--- src/rtl/retospect_config_loader.sv ---
// Configuration scan-chain loader: takes host bytes over valid/ready, shifts them LSB-first
// into the chain, then pulses reset_nn and done. crc covers the old bits leaving the chain tail.
module retospect_config_loader #(
    parameter int CHAIN_LEN = 67,
    parameter int CNT_W     = 8
) (
    input  logic       clk,
    input  logic       rst_n,
    input  logic       start,
    input  logic       abort,
    input  logic [7:0] byte_data,
    input  logic       byte_valid,
    output logic       byte_ready,
    output logic       config_en,
    output logic       bs_out,
    input  logic       chain_in,
    output logic       reset_nn,
    output logic       busy,
    output logic       done,
    output logic [7:0] crc
);

    localparam logic [2:0] S_IDLE  = 3'd0;
    localparam logic [2:0] S_WAIT  = 3'd1;
    localparam logic [2:0] S_SHIFT = 3'd2;
    localparam logic [2:0] S_NNRST = 3'd3;
    localparam logic [2:0] S_DONE  = 3'd4;

    localparam logic [CNT_W-1:0] LAST_CNT = CNT_W'(CHAIN_LEN - 1);

    logic [2:0]       state_q, state_d;
    logic [2:0]       bit_cnt_q, bit_cnt_d;
    logic [CNT_W-1:0] total_cnt_q, total_cnt_d;
    logic [7:0]       shreg_q, shreg_d;
    logic [7:0]       crc_q, crc_d;
    logic             byte_ready_q, byte_ready_d;
    logic             config_en_q, config_en_d;
    logic             reset_nn_q, reset_nn_d;
    logic             busy_q, busy_d;
    logic             done_q, done_d;

    // CRC-8, polynomial x^8 + x^2 + x + 1, one serial bit per call
    function automatic logic [7:0] crc8_step(input logic [7:0] c, input logic b);
        return {c[6:0], 1'b0} ^ ((c[7] ^ b) ? 8'h07 : 8'h00);
    endfunction

    always_comb begin
        state_d      = state_q;
        bit_cnt_d    = bit_cnt_q;
        total_cnt_d  = total_cnt_q;
        shreg_d      = shreg_q;
        crc_d        = crc_q;
        byte_ready_d = byte_ready_q;
        config_en_d  = config_en_q;
        reset_nn_d   = 1'b0;
        done_d       = 1'b0;

        case (state_q)
            S_IDLE: begin
                if (start) begin
                    state_d      = S_WAIT;
                    total_cnt_d  = '0;
                    crc_d        = 8'h00;
                    byte_ready_d = 1'b1;
                end
            end
            S_WAIT: begin
                if (byte_valid && byte_ready_q) begin
                    shreg_d      = byte_data;
                    bit_cnt_d    = 3'd0;
                    state_d      = S_SHIFT;
                    byte_ready_d = 1'b0;
                    config_en_d  = 1'b1;
                end
            end
            S_SHIFT: begin
                shreg_d     = {1'b0, shreg_q[7:1]};
                bit_cnt_d   = bit_cnt_q + 3'd1;
                total_cnt_d = total_cnt_q + CNT_W'(1);
                crc_d       = crc8_step(crc_q, chain_in);
                // Chain-full check wins over byte wrap, discarding the tail of the last byte
                if (total_cnt_q == LAST_CNT) begin
                    state_d     = S_NNRST;
                    config_en_d = 1'b0;
                    reset_nn_d  = 1'b1;
                end else if (bit_cnt_q == 3'd7) begin
                    state_d      = S_WAIT;
                    config_en_d  = 1'b0;
                    byte_ready_d = 1'b1;
                end
            end
            S_NNRST: begin
                state_d = S_DONE;
                done_d  = 1'b1;
            end
            S_DONE: begin
                state_d = S_IDLE;
            end
            default: begin
                state_d = S_IDLE;
            end
        endcase

        // Abort freezes crc and counters at their partial values
        if (abort) begin
            state_d      = S_IDLE;
            bit_cnt_d    = bit_cnt_q;
            total_cnt_d  = total_cnt_q;
            shreg_d      = shreg_q;
            crc_d        = crc_q;
            byte_ready_d = 1'b0;
            config_en_d  = 1'b0;
            reset_nn_d   = 1'b0;
            done_d       = 1'b0;
        end

        busy_d = (state_d != S_IDLE);
    end

    always_ff @(posedge clk or negedge rst_n) begin
        if (!rst_n) begin
            state_q      <= S_IDLE;
            bit_cnt_q    <= '0;
            total_cnt_q  <= '0;
            shreg_q      <= '0;
            crc_q        <= '0;
            byte_ready_q <= 1'b0;
            config_en_q  <= 1'b0;
            reset_nn_q   <= 1'b0;
            busy_q       <= 1'b0;
            done_q       <= 1'b0;
        end else begin
            state_q      <= state_d;
            bit_cnt_q    <= bit_cnt_d;
            total_cnt_q  <= total_cnt_d;
            shreg_q      <= shreg_d;
            crc_q        <= crc_d;
            byte_ready_q <= byte_ready_d;
            config_en_q  <= config_en_d;
            reset_nn_q   <= reset_nn_d;
            busy_q       <= busy_d;
            done_q       <= done_d;
        end
    end

    assign byte_ready = byte_ready_q;
    assign config_en  = config_en_q;
    assign bs_out     = shreg_q[0];
    assign reset_nn   = reset_nn_q;
    assign busy       = busy_q;
    assign done       = done_q;
    assign crc        = crc_q;

endmodule

--- config.mk ---
export PLATFORM = sky130hd
export DESIGN_NAME = retospect_config_loader
export DESIGN_NICKNAME = d
export VERILOG_FILES = /design/src/rtl/retospect_config_loader.sv
export SDC_FILE = /design/constraint.sdc
export NUM_CORES = 1
export LEC_CHECK = 0
export ABC_CLOCK_PERIOD_IN_PS = 3500
export CELL_PAD_IN_SITES_DETAIL_PLACEMENT = 1
export CELL_PAD_IN_SITES_GLOBAL_PLACEMENT = 2
export CORE_ASPECT_RATIO = 0.8
export CORE_MARGIN = 1
export CORE_UTILIZATION = 36
export CTS_BUF_LIST = sky130_fd_sc_hd__clkbuf_4
export CTS_CLUSTER_SIZE = 12
export DETAILED_ROUTE_END_ITERATION = 10
export GPL_ROUTABILITY_DRIVEN = 0
export PLACE_DENSITY_LB_ADDON = 0.1
export SYNTH_ARGS = -nofsm -noshare
export SYNTH_HDL_FRONTEND = slang
export SYNTH_SLANG_ARGS = --single-unit
export TNS_END_PERCENT = 50
--- constraint.sdc ---
create_clock -name clk -period 3.5 [get_ports clk]
set_input_delay 0.35 -clock clk [delete_from_list [all_inputs] [get_ports clk]]
set_output_delay 0.35 -clock clk [all_outputs]
set_load 0.05 [all_outputs]
* Word level (Yosys, flattened, before mapping) *
Index checks and enable logic that the tools add are counted.

storage, ports and cells
  logic and storage cells = 68
  memories kept = 0
  register bits after elaboration = 35
  bits in latches = 0
  RAM bits = 0
  output and inout bits = 14
  memory bits (read-only) = 0
  input port bits = 14

operators by class
  shift operators = 0
  multipliers = 0
  equal/unequal tests = 12
  mux-type cells = 30
  $add $sub $neg = 2
  div/mod/pow operators = 0
  reductions and logical operators = 11
  $lt $le $gt $ge = 0
  bitwise gates (word level) = 3

operators by type and width
  cell                                                              count
  8-bit case mux with 2 select lines                                3
  3-bit two-way mux                                                 7
  8-bit two-way mux                                                 2
  1-bit two-way mux                                                 14
  3-bit != test (second input constant)                             4
  3-bit case mux with 4 select lines                                1
  3-bit AND reduction                                               3
  8-bit by 1-bit adder with 8-bit output (second input constant)    1
  8-bit by 7-bit == test with 1-bit output (second input constant)  1
  8-bit by 3-bit XOR with 8-bit output                              1
  3-bit by 2-bit == test with 1-bit output (second input constant)  2
  3-bit case mux with 2 select lines                                1
  3-bit nonzero test                                                2
  5-bit AND reduction                                               1
  2-bit != test (second input constant)                             2
  4-bit != test (second input constant)                             1
  2-bit nonzero test                                                2
  4-bit nonzero test                                                1
  3-bit by 1-bit adder with 3-bit output (second input constant)    1
  3-bit by 1-bit == test with 1-bit output (second input constant)  1
  3-bit == test (second input constant)                             1
  3-bit logical NOT                                                 1
  1-bit case mux with 3 select lines                                1
  1-bit case mux with 2 select lines                                1
  other kinds (3)                                                   3

* Longest topological paths before layout *
  word-level depth = 6
  gate-level depth with buffers = 7
  mapped depth without buffers = 6

* Worst setup path after synthesis *
OpenSTA, ideal clock, no wires.

  path kind = register to register
  start point = register state_q[2]
  end point = register total_cnt_q[7]
  arrival = 1.775 ns
  setup time = 0.078 ns
  buffers on the path = 2
  slack = 1.647 ns
  cell stages (with the launch flop) = 7
  period minus slack after synthesis = 1.853 ns
  data required time = 3.422 ns
  path through = dfrtp_1 buf_6 or3_4 or2_1 clkbuf_2 or4_1 a21oi_1

on the way
  word-level cells in the longest chain between the ends = 3
  elaborated cells between the ends (all ways) = 6
  those cells by class = eq/ne (2); mux (1); reduce/logical (3)

RTL lines
  item                                                                                  RTL line  source
  start: declaration                                                                    31        logic [2:0] state_q, state_d;
  start signal: assignment                                                              133       state_q <= state_d;
  3-bit by 2-bit == test with 1-bit output / 3-bit logical NOT (equally long branches)  58        case (state_q)
  2-bit nonzero test (no line) / 2-bit != test (equally long branches)                  -
  3-bit AND reduction (no line)                                                         -
  end signal: assignment                                                                135       total_cnt_q <= total_cnt_d;
  end: declaration                                                                      33        logic [CNT_W-1:0] total_cnt_q, total_cnt_d;

Parallel ways exist; a longest one is shown, timed or not.
A chain may end at the register's enable or synchronous reset.

* Worst setup path in the final report *
  start point = input port abort
  end point = register total_cnt_q[7]

on the way
  word-level cells in the longest chain between the ends = 2

RTL lines
  item                           RTL line  source
  start: declaration             10        input logic abort,
  1-bit NOT (no line)            -
  3-bit AND reduction (no line)  -

No other way between the ends.

==> summary.md <==
| Metric | Value |
|---|---|
| Outcome | `finished, final reports clean` |
| RSZ-0062 raised after global routing | `false` |
| Global Route met3 Usage | `4.53%` |
| Nets | `212` |
| Pin count of the biggest net entering global routing | `36` |
| Global-route wire length before repair | `6380 um` |
| DP Area | `0.00195 mm2` |
| Std-Cell Rows | `21` |
| Clock Skew | `0.00883 ns` |
| Area contributors post-synth | `dfrtp_1 (54%), nand2_1 (5.8%), nor2_1 (3.9%), a22o_1 (3.2%), ha_1 (3.1%)` |
| N_diodes | `0` |
| Worst-path clk slew | `0.11 ns` |
| Cts repair resizes | `0` |
| PortBufs | `27` |
| Max Cap Viol | `0` |
| Switching share of total power | `31.4%` |
| Met2 GRT Util | `29.5%` |
| Mean Syn Cell Area | `9.76 um2` |
| Pre-antenna DRT Iters | `4` |
| CTS buffer count | `5` |
| Minimum clock period | `2.19 ns` |
| Vias | `1284` |
| CTS hold repair buffers | `0` |
| #FFs+latches synth | `35` |
| Area share of the largest cell type after synthesis | `54.1%` |
| DR iter-0 viols | `66` |
| Least-Margin Pin Slew | `0.777 ns` |
| Reg2reg start | `state_q[0]` |
| Vias per Instance | `5.10` |
| Drt wl/cell | `15.0 um` |
| Critical Path RT | `3.77 ns` |
| Finished Cell Area | `0.00200 mm2` |
| Core footprint | `0.00426 mm2` |
| Gr ovfl total | `0` |
| Relative slew slack | `47.5%` |
| Crit start category | `input port` |
| Layout cells sized above 1 | `7.18%` |
| Post-route setup slack | `1.31 ns` |
| Post-CTS Setup Bufs | `0` |
| Initial core utilization | `38.1%` |
| Fmax achieved | `456 MHz` |
| Hpwl dp | `2630 um` |
| Die Ht | `62.0 um` |
| Met1 usage | `22.7%` |
| Switching power | `296 uW` |
| Routed Antenna Nets | `0` |
| Vias in the first global route | `1324` |
| Peak supply drop | `0.000272 V` |
| DP Worst Slack | `0.959 ns` |
| DRC | `0` |
| Top Usage Layer GRT | `met2` |
| Clk pwr share | `22.8%` |
| Comb power frac | `22.0%` |
| Worst R2R End | `total_cnt_q[7]` |
| PwrDens | `471 mW/mm2` |
| CP Data Arrival Time | `2.46 ns` |
| GRT Total Usage | `17.9%` |
| Internal | `646 uW` |
| Final wirelength | `3790 um` |
| Netlist cell types | `34` |
| Cell Area, Synth | `0.00162 mm2` |
| Clock sink count | `35` |
| I/O pin cnt | `28` |
| Post-synthesis cell count | `166` |
| Max Buffers Root-to-Sink | `2` |
| Final Setup Violations | `0` |
| Hold Path Class | `input port to asynchronous set/reset pin` |
| Mapped Nets | `184` |
| Area delta synth->final | `23.5%` |
| R2R Setup Slk | `1.31 ns` |
| DIE AREA | `0.00477 mm2` |
| Worst Setup End Kind | `flip-flop` |
| Clock Latency Late Sink | `0.34 ns` |
| Sequential element share of the synthesized area | `54.1%` |
| DIE WIDTH | `77.0 um` |
| Sequential power share | `55.2%` |
| Final core occ | `47.0%` |
| Initial antenna violation count | `0` |
| Critical Path Fanout Max | `14` |
| H-tree Lvls | `2` |
| Period utilization | `62.7%` |
| Final hold violations | `0` |
| Slew Limit Fails | `0` |
| Lkg Pwr | `0.000864 uW` |
| Top cell type by total area after synthesis | `dfrtp_1` |
| CTS tree | `built` |
| R2R cell count | `4` |
| CTS root buf | `clkbuf_4` |
| TNS Setup | `0 ns` |
| Yosys warning total | `0` |
| Type of the worst setup path | `input port to flip-flop` |
[synth_stat cells (all sizes together)]
cell,count
o211ai,1
nor4,1
a22o,6
ha,4
xor2,2
or4,1
buf,1
or2,3
o31ai,2
nor4b,3
a22oi,1
mux2i,1
xnor2,4
o221ai,1
nand4,1
a31oi,7
o22ai,1
a21oi,5
dfrtp,35
o21ai,10
nand2,25
or3,2
nand4b,3
inv,7
nor2,17
nor3,3
nand2b,2
or3b,1
and3,3
nand3,5
clkbuf,8
[power by group through the flow]
stage	Sequential [uW]	Clock [uW]	Combinational, uW
after CTS	520	224	212
after detailed placement	528	0	212
after floorplan	556	0	101
after global routing	530	238	237
after global placement	524	0	199
final	520	215	207
[area by class of cell]
cell class | instances | area [um2]
Sequential cell | 35 | 876
Timing Repair Buffer | 30 | 293
Fill cell | 486 | 2260
Tap cell | 57 | 71.3
Clock buffer | 6 | 45.0
Inverter | 7 | 26.3
Multi-Input combinational cell | 115 | 682
Clock inverter | 2 | 7.51
[per-layer routing]
metal / wire (um) / up-vias
met1: 1870 / 616
met3: 115 / 10
met4: 89 / 0
met2: 1720 / 23
met5: 0 / -
li1: - / 635
[placed cells by master (no fill, tap or decap), drive strengths merged, types with 5 or more instances in the layout]
cell type and count:
a31oi 7, a21oi 5, dfrtp 35, clkbuf 6, inv 7, clkdlybuf4s50 27
nor2 17, nand3 5, a22o 6, o21ai 10, nand2 25
[cell families (layout without fill, tap and decap cells)]
logic type | count (synthesis) | in the layout | synth area share (%)
AND/OR/NAND/NOR | 70 | 70 | 21.4
adder cells (fa/ha/maj) | 4 | 4 | 3.09
buffers and inverters | 16 | 45 | 4.25
multiplexers | 1 | 1 | 0.618
AO/OA/AOI/OAI | 34 | 34 | 13.4
XOR/XNOR | 6 | 6 | 3.24
flip-flops | 35 | 35 | 54.1
[how the worst max path moves through the flow]
stage | from | end | slack [ns] | cells after the start
finish | abort | total_cnt_q[7] | 1.31 | 5
CTS | abort | total_cnt_q[7] | 1.32 | 5
floorplan | state_q[2] | total_cnt_q[7] | 1.65 | 6
detailed placement | abort | total_cnt_q[7] | 0.96 | 5
global route | state_q[0] | total_cnt_q[7] | 1.25 | 4
global placement | abort | total_cnt_q[7] | 1.06 | 5
[sequential cells by signal (all words and copies together) (netlist names), 3 cells and up]
signal	count
bit_cnt_q	3
shreg_q	8
state_q	3
total_cnt_q	8
crc	8
[critical path, cell delays in order]
cell and delay (ns):
clkdlybuf4s50_1 0.53, or3_4 0.44, or2_1 0.42, or4_1 0.56, a21oi_1 0.15
[stage by stage]
step / cells / hold slack (ns) / power, uW
3_3_place_gp: 244 / 0.459 / 723
5_1_grt: 252 / 0.470 / 1000
2_1_floorplan: 166 / 0.0544 / 657
6_report: 252 / 0.412 / 942
3_5_place_dp: 244 / 0.485 / 740
4_1_cts: 252 / 0.428 / 956
Note: power is estimated with default switching activity, not from simulation.
